`src/rtl/alu_issue_ctrl.sv`:
```
// ALU issue controller: decodes ISA bytes into ALU opcodes, hands them to the
// ALU with a valid/ready handshake and supervises multi-cycle completion.
module alu_issue_ctrl #(
   parameter int unsigned DONE_TIMEOUT = 16
) (
   input  logic        clk,
   input  logic        reset,
   input  logic        in_valid,
   input  logic [7:0]  in_instr,
   output logic        in_ready,
   output logic        alu_valid,
   output logic [3:0]  alu_opcode,
   input  logic        alu_ready,
   input  logic        alu_done,
   output logic        busy,
   output logic [15:0] issue_cnt,
   output logic [7:0]  illegal_cnt,
   output logic        timeout_err
);

   typedef enum logic [1:0] {
      ST_IDLE  = 2'd0,
      ST_ISSUE = 2'd1,
      ST_WAIT  = 2'd2
   } state_t;

   typedef struct packed {
      logic       legal;
      logic [3:0] opcode;
   } decode_t;

   localparam logic [7:0] TIMEOUT_C     = 8'(DONE_TIMEOUT);
   localparam logic [3:0] FIRST_MULTI_C = 4'd5;

   // Exact bytes take priority over the 1110xxxx group, which beats the [7:5] table.
   function automatic decode_t decode_instr(input logic [7:0] instr);
      decode_t res;
      res.legal  = 1'b1;
      res.opcode = 4'h0;
      case (instr)
         8'hF6:        res.opcode = 4'h5;
         8'hF7:        res.opcode = 4'h6;
         8'hF8:        res.opcode = 4'h7;
         8'hF9:        res.opcode = 4'h8;
         8'hFA:        res.opcode = 4'h9;
         8'hFC:        res.opcode = 4'hA;
         8'hFE:        res.opcode = 4'hB;
         8'hFD:        res.opcode = 4'hC;
         8'hFB, 8'hFF: res.legal  = 1'b0;
         default: begin
            if (instr[7:4] == 4'b1110) begin
               res.opcode = 4'h0;
            end else begin
               case (instr[7:5])
                  3'b010:  res.opcode = 4'h0;
                  3'b011:  res.opcode = 4'h1;
                  3'b100:  res.opcode = 4'h2;
                  3'b101:  res.opcode = 4'h3;
                  3'b110:  res.opcode = 4'h4;
                  default: res.legal  = 1'b0;
               endcase
            end
         end
      endcase
      return res;
   endfunction

   state_t      state_q, state_d;
   logic [3:0]  alu_opcode_q, alu_opcode_d;
   logic [15:0] issue_cnt_q, issue_cnt_d;
   logic [7:0]  illegal_cnt_q, illegal_cnt_d;
   logic        timeout_err_q, timeout_err_d;
   logic [7:0]  wait_cnt_q, wait_cnt_d;
   decode_t     dec_s;
   logic        accept_s;

   assign dec_s    = decode_instr(in_instr);
   assign in_ready = (state_q == ST_IDLE) && !reset;
   assign accept_s = in_valid && in_ready;

   // Next-state and datapath update for the issue FSM.
   always_comb begin
      state_d       = state_q;
      alu_opcode_d  = alu_opcode_q;
      issue_cnt_d   = issue_cnt_q;
      illegal_cnt_d = illegal_cnt_q;
      timeout_err_d = timeout_err_q;
      wait_cnt_d    = wait_cnt_q;
      case (state_q)
         ST_IDLE: begin
            if (accept_s) begin
               if (dec_s.legal) begin
                  alu_opcode_d = dec_s.opcode;
                  state_d      = ST_ISSUE;
               end else if (illegal_cnt_q != 8'hFF) begin
                  illegal_cnt_d = illegal_cnt_q + 8'd1;
               end else begin
                  illegal_cnt_d = illegal_cnt_q;
               end
            end else begin
               state_d = ST_IDLE;
            end
         end
         ST_ISSUE: begin
            if (alu_ready) begin
               issue_cnt_d = issue_cnt_q + 16'd1;
               if (alu_opcode_q >= FIRST_MULTI_C) begin
                  state_d    = ST_WAIT;
                  wait_cnt_d = 8'd0;
               end else begin
                  state_d = ST_IDLE;
               end
            end else begin
               state_d = ST_ISSUE;
            end
         end
         ST_WAIT: begin
            wait_cnt_d = wait_cnt_q + 8'd1;
            // Done is checked first so a completion on the final cycle is not a timeout.
            if (alu_done) begin
               state_d = ST_IDLE;
            end else if ((wait_cnt_q + 8'd1) == TIMEOUT_C) begin
               timeout_err_d = 1'b1;
               state_d       = ST_IDLE;
            end else begin
               state_d = ST_WAIT;
            end
         end
         default: begin
            state_d = ST_IDLE;
         end
      endcase
   end

   // State and counter registers with synchronous reset.
   always_ff @(posedge clk) begin
      if (reset) begin
         state_q       <= ST_IDLE;
         alu_opcode_q  <= 4'h0;
         issue_cnt_q   <= 16'h0000;
         illegal_cnt_q <= 8'h00;
         timeout_err_q <= 1'b0;
         wait_cnt_q    <= 8'd0;
      end else begin
         state_q       <= state_d;
         alu_opcode_q  <= alu_opcode_d;
         issue_cnt_q   <= issue_cnt_d;
         illegal_cnt_q <= illegal_cnt_d;
         timeout_err_q <= timeout_err_d;
         wait_cnt_q    <= wait_cnt_d;
      end
   end

   assign alu_valid   = (state_q == ST_ISSUE);
   assign busy        = (state_q != ST_IDLE);
   assign alu_opcode  = alu_opcode_q;
   assign issue_cnt   = issue_cnt_q;
   assign illegal_cnt = illegal_cnt_q;
   assign timeout_err = timeout_err_q;

endmodule
```
`config.mk`:
```
export PLATFORM = sky130hd
export DESIGN_NAME = alu_issue_ctrl
export DESIGN_NICKNAME = d
export VERILOG_FILES = /design/src/rtl/alu_issue_ctrl.sv
export SDC_FILE = /design/constraint.sdc
export NUM_CORES = 1
export LEC_CHECK = 0
export CAP_MARGIN = 10
export CORE_MARGIN = 4
export CORE_UTILIZATION = 40
export CTS_CLUSTER_DIAMETER = 60
export DETAILED_ROUTE_END_ITERATION = 10
export PLACE_DENSITY_LB_ADDON = 0.15
export RECOVER_POWER = 25
export SYNTH_ARGS = -nofsm -noshare
export SYNTH_HDL_FRONTEND = slang
export SYNTH_SLANG_ARGS = --single-unit
```
`constraint.sdc`:
```
create_clock -name clk -period 2.5 [get_ports clk]
set_input_delay 0.25 -clock clk [delete_from_list [all_inputs] [get_ports clk]]
set_output_delay 0.25 -clock clk [all_outputs]
set_load 0.01 [all_outputs]
```
-- After elaboration in Yosys (flattened, before gate mapping)
Cells that the tools add are included.
- register bits after elaboration: 39
- bits of input ports: 13
- add/sub/neg operators: 3
- magnitude comparators: 1
- eq/ne operators: 23
- multiplexer cells: 16
- bitwise logic cells: 2
- reduce and logical (&&, ||, !) cells: 14
- operators with widths (kind ; number):
    $eq A8 B8 Y1 const B ; 10
    $pmux W4 S9 ; 1
    $add A16 B1 Y16 const B ; 1
    $add A8 B1 Y8 const B ; 2
    $mux W8 ; 2
    $pmux W8 S2 ; 1
    $mux W2 ; 6
    $pmux W3 S4 ; 1
    $eq A3 B3 Y1 const B ; 3
    $reduce_and A3 Y1 ; 3
    $eq A8 B5 Y1 const B ; 1
    $ne A8 B8 Y1 const B ; 1
    $reduce_or A8 Y1 ; 1
    $eq A3 B2 Y1 const B ; 2
    $pmux W2 S3 ; 1
    $reduce_or A5 Y1 ; 1
    $eq A4 B4 Y1 const B ; 1
    $ge A4 B3 Y1 const B ; 1
    $ne A2 B1 Y1 const B ; 2
    $reduce_and A4 Y1 ; 1
    $reduce_bool A2 Y1 ; 2
    $mux W3 ; 1
    $ne A3 B3 Y1 const B ; 1
    $eq A2 B1 Y1 const B ; 1
    9 further kinds ; 12

-- Logic depth before layout (Yosys ltp)
Gate-level depths: netlist (run 1).
- depth in word-level cells: 8
- depth in mapped cells: 8

-- Worst setup path before layout (run 1)
No wires, ideal clock.
- path kind: reg-to-reg
- from: register state_q[1]
- to: register issue_cnt_q[8] (netlist: issue_cnt[8])
- library setup time: 0.070 ns
- arrival time: 1.743 ns
- data required time: 2.430 ns
- path slack: 0.687 ns
- stages on the path, launching flop included: 8
- cells stage by stage: dfxtp_1 -> inv_1 -> ha_1 -> and2_1 -> clkbuf_1 -> nand4_1 -> or3_1 -> a21oi_1
- word-level cells in the longest chain between the ends: 2
- RTL lines (element ; line ; RTL):
    from (decl) ; 68 ; state_t state_q, state_d;
    from (signal assigned) ; 145 ; state_q <= state_d;
    $eq A2 B1 Y1 ; -- ;
    via alu_valid ; 11 ; output logic alu_valid,
    $reduce_and A2 Y1 (no line) ; -- ;
    to (signal assigned) ; 147 ; issue_cnt_q <= issue_cnt_d;
    to (decl) ; 70 ; logic [15:0] issue_cnt_q, issue_cnt_d;
The timed path passes the listed nets, and every way through them passes these cells.
A chain may end at the register's enable or synchronous reset.

-- Worst setup path after layout (run 1)
- from: register state_q[1]
- to: register wait_cnt_q[7]
- word-level cells in the longest chain between the ends: 3
- elaborated cells between the ends (all ways): 7
- classes of those cells: eq/ne (4); mux (1); reduce/logical (2)
- RTL lines (element ; line ; RTL):
    $eq A2 B1 Y1 / $eq A2 B2 Y1 (equally long branches) ; 89 ; case (state_q)
    $ne A2 B1 Y1 (no line) / $reduce_bool A2 Y1 (equally long branches) ; -- ;
    $reduce_and A3 Y1 (no line) ; -- ;
    to (signal assigned) ; 150 ; wait_cnt_q <= wait_cnt_d;
    to (decl) ; 73 ; logic [7:0] wait_cnt_q, wait_cnt_d;
Several ways; a longest one is shown, not always the timed one.

==> results of run 1 <==
metrics by stage:
step	power, W	instances
3_3_place_gp	0.000754	357
5_1_grt	0.00129	364
2_1_floorplan	0.000702	252
4_1_cts	0.00126	364
3_5_place_dp	0.000755	357
6_report	0.00124	364
metal layers:
metal	vias up	wire length, µm	GRT usage [%]
li1	980	-	-
met2	50	2080	24.9
met1	852	2350	20.7
met5	-	0	0
met3	6	236	3.95
met4	0	48	4.39
area by class of cell:
type,instances,area [µm²]
fillers,457,2170
multi-input cells,192,1210
flip-flops and latches,39,781
repair buffers,46,452
well taps,67,83.8
clock buffers,6,72.6
inverters,13,48.8
clock inverters,1,30.0
sequential cells by signal, indices dropped and copies added (netlist names):
| signal | cells |
|---|---|
| wait_cnt_q | 8 |
| timeout_err | 1 |
| illegal_cnt | 8 |
| alu_opcode | 4 |
| state_q | 2 |
| issue_cnt | 16 |
path summary, 6_finish.rpt:
| kind | startpoint | to | cells past startpoint |
|---|---|---|---|
| max | state_q[1] | wait_cnt_q[7] | 7 |
| min | timeout_err | timeout_err | 2 |
| max reg2reg | state_q[1] | wait_cnt_q[7] | 7 |
| min reg2reg | timeout_err | timeout_err | 2 |
worst max-delay path, delay by kind of cell (launching register included):
family / cells / cell delay (ns)
DFF: 1 / 0.39
AOI/OAI and AO/OA: 2 / 0.40
adders and majority gates: 1 / 0.23
buffers and inverters: 1 / 0.09
and+or+nand+nor: 3 / 0.80
logic make-up (layout without fill, tap and decap cells):
group                      after synthesis  count (layout)  synth area share (%)
xor gates and xnor gates                15              15                  6.36
DFF                                     39              39                  37.8
and+or+nand+nor                        116             116                  29.9
adders and majority gates                7               7                  4.24
buffers and inverters                   21              66                  3.82
AOI/OAI and AO/OA                       47              47                  14.5
muxes                                    7               7                  3.45
power by group through the flow:
stage               Combinational [W]  Sequential (W)  Clock (W)
floorplan                   0.0000565        0.000645          0
global placement             0.000110        0.000644          0
detailed placement           0.000111        0.000645          0
CTS                          0.000111        0.000630   0.000522
global route                 0.000119        0.000630   0.000546
finish                       0.000109        0.000630   0.000502
synthesized netlist by cell type (6+ instances only):
cell | instances | share of area, %
clkbuf_1 | 7 | 1.3
inv_1 | 13 | 2.4
xnor2_1 | 11 | 4.7
ha_1 | 7 | 4.2
dfxtp_1 | 39 | 38
a21oi_1 | 18 | 4.4
nor3_1 | 11 | 2.7
nor2_1 | 24 | 4.4
mux2i_1 | 6 | 2.9
o21ai_0 | 11 | 2.7
nand3_1 | 11 | 2.7
or3_1 | 9 | 2.7
nand2_1 | 29 | 5.3
==> summary.txt, run 1 <==
Setup path
  • Crit. End Element: register
  • Flop-to-flop setup slack: 0.52 ns
  • Worst-path cell chain: inv_1, ha_1, nand2b_1, o211a_1, nand2_1, or4_1, o21ai_0
  • WP data arrival: 2.20 ns
  • Crit-path max cell delay: 0.49 ns
  • Data required time of the critical path: 2.72 ns
  • Crit-path max FO: 8
  • Slowest stage cell on the critical path: or4_1
  • Startpoint Class: register
  • Crit path kind: reg -> reg

Clocking
  • PostCTS Resize Cnt: 0
  • CTS Buf Count: 5
  • # clock sinks: 39
  • Htree depth: 2
  • Post-cts hold buffer count: 0
  • Clock tree from TritonCTS: built
  • Post-CTS Setup Inserts: 0
  • Root Buffer: clkbuf_8
  • Clk_lat worst skew: 0.28 ns
  • Max clock buf depth: 2
  • CTS clock-pin slew for the worst setup and hold paths: 0.07 ns

Synthesis
  • Sequential area share after synthesis: 37.8%
  • Avg Synthesized Cell Area: 8.20 µm²
  • Fraction of registers with async set/reset: 0%
  • Cells after Synth: 252
  • #FFs+latches synth: 39
  • Synth warn: 0
  • Dominant synthesized flop cell: dfxtp_1
  • Syn nets: 272
  • Cell variety after synth: 47
  • Post-Syn Area: 2070 µm²
  • Number of synthesized flops with an enable pin: 0

Cells and area
  • Syn-to-layout area delta: 29.4%
  • # nets final: 317
  • Antenna diode count: 0
  • Fin util: 55.1%
  • Layout cells sized above 1: 5.05%
  • Commonest non-fill, non-tap cell in the layout: dfxtp_1
  • Most frequent cells in the layout: 39 x dfxtp_1, 30 x clkdlybuf4s50_1, 29 x nand2_1, 24 x nor2_1, 18 x a21oi_1
  • Post-route cell area: 2670 µm²

Power and ir drop
  • Flop pwr share: 50.8%
  • Power share of the clock group: 40.5%
  • Leakage: 0.952 nW
  • Cell Pwr Density: 464 nW/µm²
  • Logic pwr share: 8.8%
  • Internal power: 0.000969 W
  • VDD IR max: 0.000271 V
  • Sw Pwr: 0.000272 W
  • Sw Share: 21.9%

Die
  • Top Ports: 45
  • Chip Width: 79.9 µm
  • Die Y: 79.9 µm
  • Initial core utilization: 42.6%
  • Core region area: 4850 µm²
  • DIE AREA: 6380 µm²
  • Cell Rows: 25

STA
  • RSZ-0062 raised after global routing: false
  • Tcrit/Tclk final: 79.2%
  • Finish-stage setup viols: 0
  • Pin slew with the least headroom to its limit: 0.625 ns
  • Fin Hold WS: 0.463 ns
  • Setup TNS Final: 0 ns
  • Clk_skew: 0.00230 ns
  • Max frequency: 505 MHz
  • Final WS setup: 0.519 ns
  • Max_slew headroom: 58.0%
  • Final Hold Fails: 0
  • Fin. max-slew vios: 0
  • Minimum clock period: 1.98 ns

Drt
  • Routed Antenna Nets: 0
  • Vias per cell: 5.19
  • First DRT Iteration DRCs: 107
  • DR vias: 1888
  • Pre-Repair DR Iteration Count: 4
  • WL per Instance: 12.9 µm
  • DRT Wirelength: 4710 µm
  • DR DRC count: 0

Placement
  • GPL Wtd Cong: 0.870
  • Detail Placement HPWL: 3430 µm
  • IO Port Bufs: 44
  • Place WS: 0.253 ns
  • DP Area: 2570 µm²

Flow run
  • Max_cap viols: 0

Outcome
  • Outcome: completed

Global route
  • Largest net degree at the start of global routing: 42
  • Vias in the first global route: 1764
  • Initial antenna violation count: 0
  • Total track usage: 15.6%
  • Grt total ovfl: 0
  • First-pass GRT wire length: 8000 µm

Hold path
  • Worst hold path class: reg -> reg
(Power assumes the default switching activity.)
==> inputs of run 2 (changes only) <==
clock period = 1.85 ns   (was 2.5 ns; I/O delays follow)
==> summary.txt, run 2 (same netlist as run 1, synthesis figures left out) <==
Outcome
  • Outcome: completed

Power and ir drop
  • Flop pwr share: 45.4%
  • Power share of the clock group: 45.3%
  • Leakage: 1.06 nW
  • Logic pwr share: 9.3%
  • Sw Share: 21.4%
  • Cell Pwr Density: 654 nW/µm²
  • VDD IR max: 0.000357 V
  • Sw Pwr: 0.000401 W
  • Internal power: 0.00147 W

STA
  • Fin Hold WS: 0.470 ns
  • Max frequency: 584 MHz
  • Pin slew with the least headroom to its limit: 0.416 ns
  • RSZ-0062 raised after global routing: false
  • Minimum clock period: 1.71 ns
  • Fin. max-slew vios: 0
  • Finish-stage setup viols: 0
  • Final Hold Fails: 0
  • Max_slew headroom: 72.2%
  • Clk_skew: 0.00736 ns
  • Tcrit/Tclk final: 92.6%

Clocking
  • Htree depth: 2
  • # clock sinks: 39
  • CTS clock-pin slew for the worst setup and hold paths: 0.07 ns
  • Max clock buf depth: 2
  • Root Buffer: clkbuf_8
  • Clock tree from TritonCTS: built
  • CTS Buf Count: 5
  • Clk_lat worst skew: 0.30 ns

Global route
  • Initial antenna violation count: 0
  • Vias in the first global route: 1786
  • Grt total ovfl: 0
  • Total track usage: 15.7%
  • First-pass GRT wire length: 8080 µm
  • Largest net degree at the start of global routing: 42

Setup path
  • WP data arrival: 1.93 ns
  • Data required time of the critical path: 2.07 ns
  • Worst-path cell chain: inv_1, ha_1, nand2b_1, o211a_1, nand2_1, or4_1, o21ai_0
  • Crit. End Element: register
  • Crit path kind: reg -> reg
  • Crit-path max cell delay: 0.47 ns
  • Startpoint Class: register
  • Crit-path max FO: 5
  • Slowest stage cell on the critical path: or4_1

Cells and area
  • Commonest non-fill, non-tap cell in the layout: dfxtp_1
  • Most frequent cells in the layout: 37 x dfxtp_1, 30 x clkdlybuf4s50_1, 28 x nand2_1, 24 x nor2_1, 19 x buf_4
  • Antenna diode count: 0
  • # nets final: 335
  • Layout cells sized above 1: 12.7%
  • Non-Filler Instances: 383
  • Max reg flops: 16
  • Syn-to-layout area delta: 38.7%

Hold path
  • Worst hold path class: reg -> reg

Drt
  • WL per Instance: 12.2 µm
  • DRT Wirelength: 4680 µm
  • Routed Antenna Nets: 0
  • First DRT Iteration DRCs: 66
  • Pre-Repair DR Iteration Count: 4
  • Vias per cell: 5.16
  • DR DRC count: 0
  • DR vias: 1977

Placement
  • Detail Placement HPWL: 3450 µm
  • GPL Wtd Cong: 0.776
  • IO Port Bufs: 44
  • Dpl cells: 374

Flow run
  • Max_cap viols: 0

Die
  • Chip Width: 79.9 µm
  • Cell Rows: 25
  • Core region area: 4850 µm²
  • Initial core utilization: 42.6%
  • Top Ports: 45
  • DIE AREA: 6380 µm²
  • Die Y: 79.9 µm
run 2: cell type report:
type	instances	area (µm²)
fill	450	1980
multi-input combinational	192	1230
sequential	39	783
timing repair buffer	64	586
tap	67	83.8
clock buffer	6	72.6
clock inverter	2	60.1
inverter	13	48.8
run 2: critical path: cells and delay by family, from the launching register on:
family          cells  cell delay, ns
fa+ha+maj           1            0.23
compound gates      2            0.26
simple gates        3            0.73
flops               1            0.36
buf+inv             1            0.06
run 2: stage by stage:
stage	total power (W)	worst slack [ns]	util, %	TNS [ns]	area (µm²)
global route	0.00194	0.00563	59.1	0	2870
detailed placement	0.00104	-0.158	55.7	-0.745	2700
global placement	0.00104	-0.0775	55.7	-0.283	2700
floorplan	0.000948	0.0369	-	0	2070
CTS	0.00189	0.0325	58.5	0	2830
finish	0.00187	0.137	59.1	0	2870
run 2: what timing repair did:
item | CTS | global route
endpoints found under the setup margin | 1 | 17
resized for setup | 1 | 8
setup buffers | 0 | 1
hold buffers | 0 | 0
pin swaps | 0 | 1
run 2: worst paths after layout:
path              slack [ns]  cells after the start   startpoint       endpoint
hold / removal          0.47                      2  timeout_err    timeout_err
hold reg to reg         0.47                      2  timeout_err    timeout_err
setup / recovery        0.14                      7   state_q[1]  wait_cnt_q[7]
setup reg to reg        0.14                      7   state_q[1]  wait_cnt_q[7]
run 2: power by group through the flow:
stage / Clock (W) / Sequential (W) / Combinational, W
3_3_place_gp: 0 / 0.000870 / 0.000171
2_1_floorplan: 0 / 0.000872 / 0.0000764
6_report: 0.000850 / 0.000851 / 0.000174
4_1_cts: 0.000865 / 0.000851 / 0.000172
5_1_grt: 0.000902 / 0.000852 / 0.000191
3_5_place_dp: 0 / 0.000871 / 0.000172
run 2: per-layer routing:
| metal | GRT usage, % | share of wire, % | vias up |
|---|---|---|---|
| met2 | 24.6 | 46 | 58 |
| met5 | 0 | 0 | - |
| li1 | - | - | 1017 |
| met4 | 6.08 | 1.7 | 0 |
| met1 | 20.2 | 47 | 895 |
| met3 | 4.74 | 6.1 | 7 |
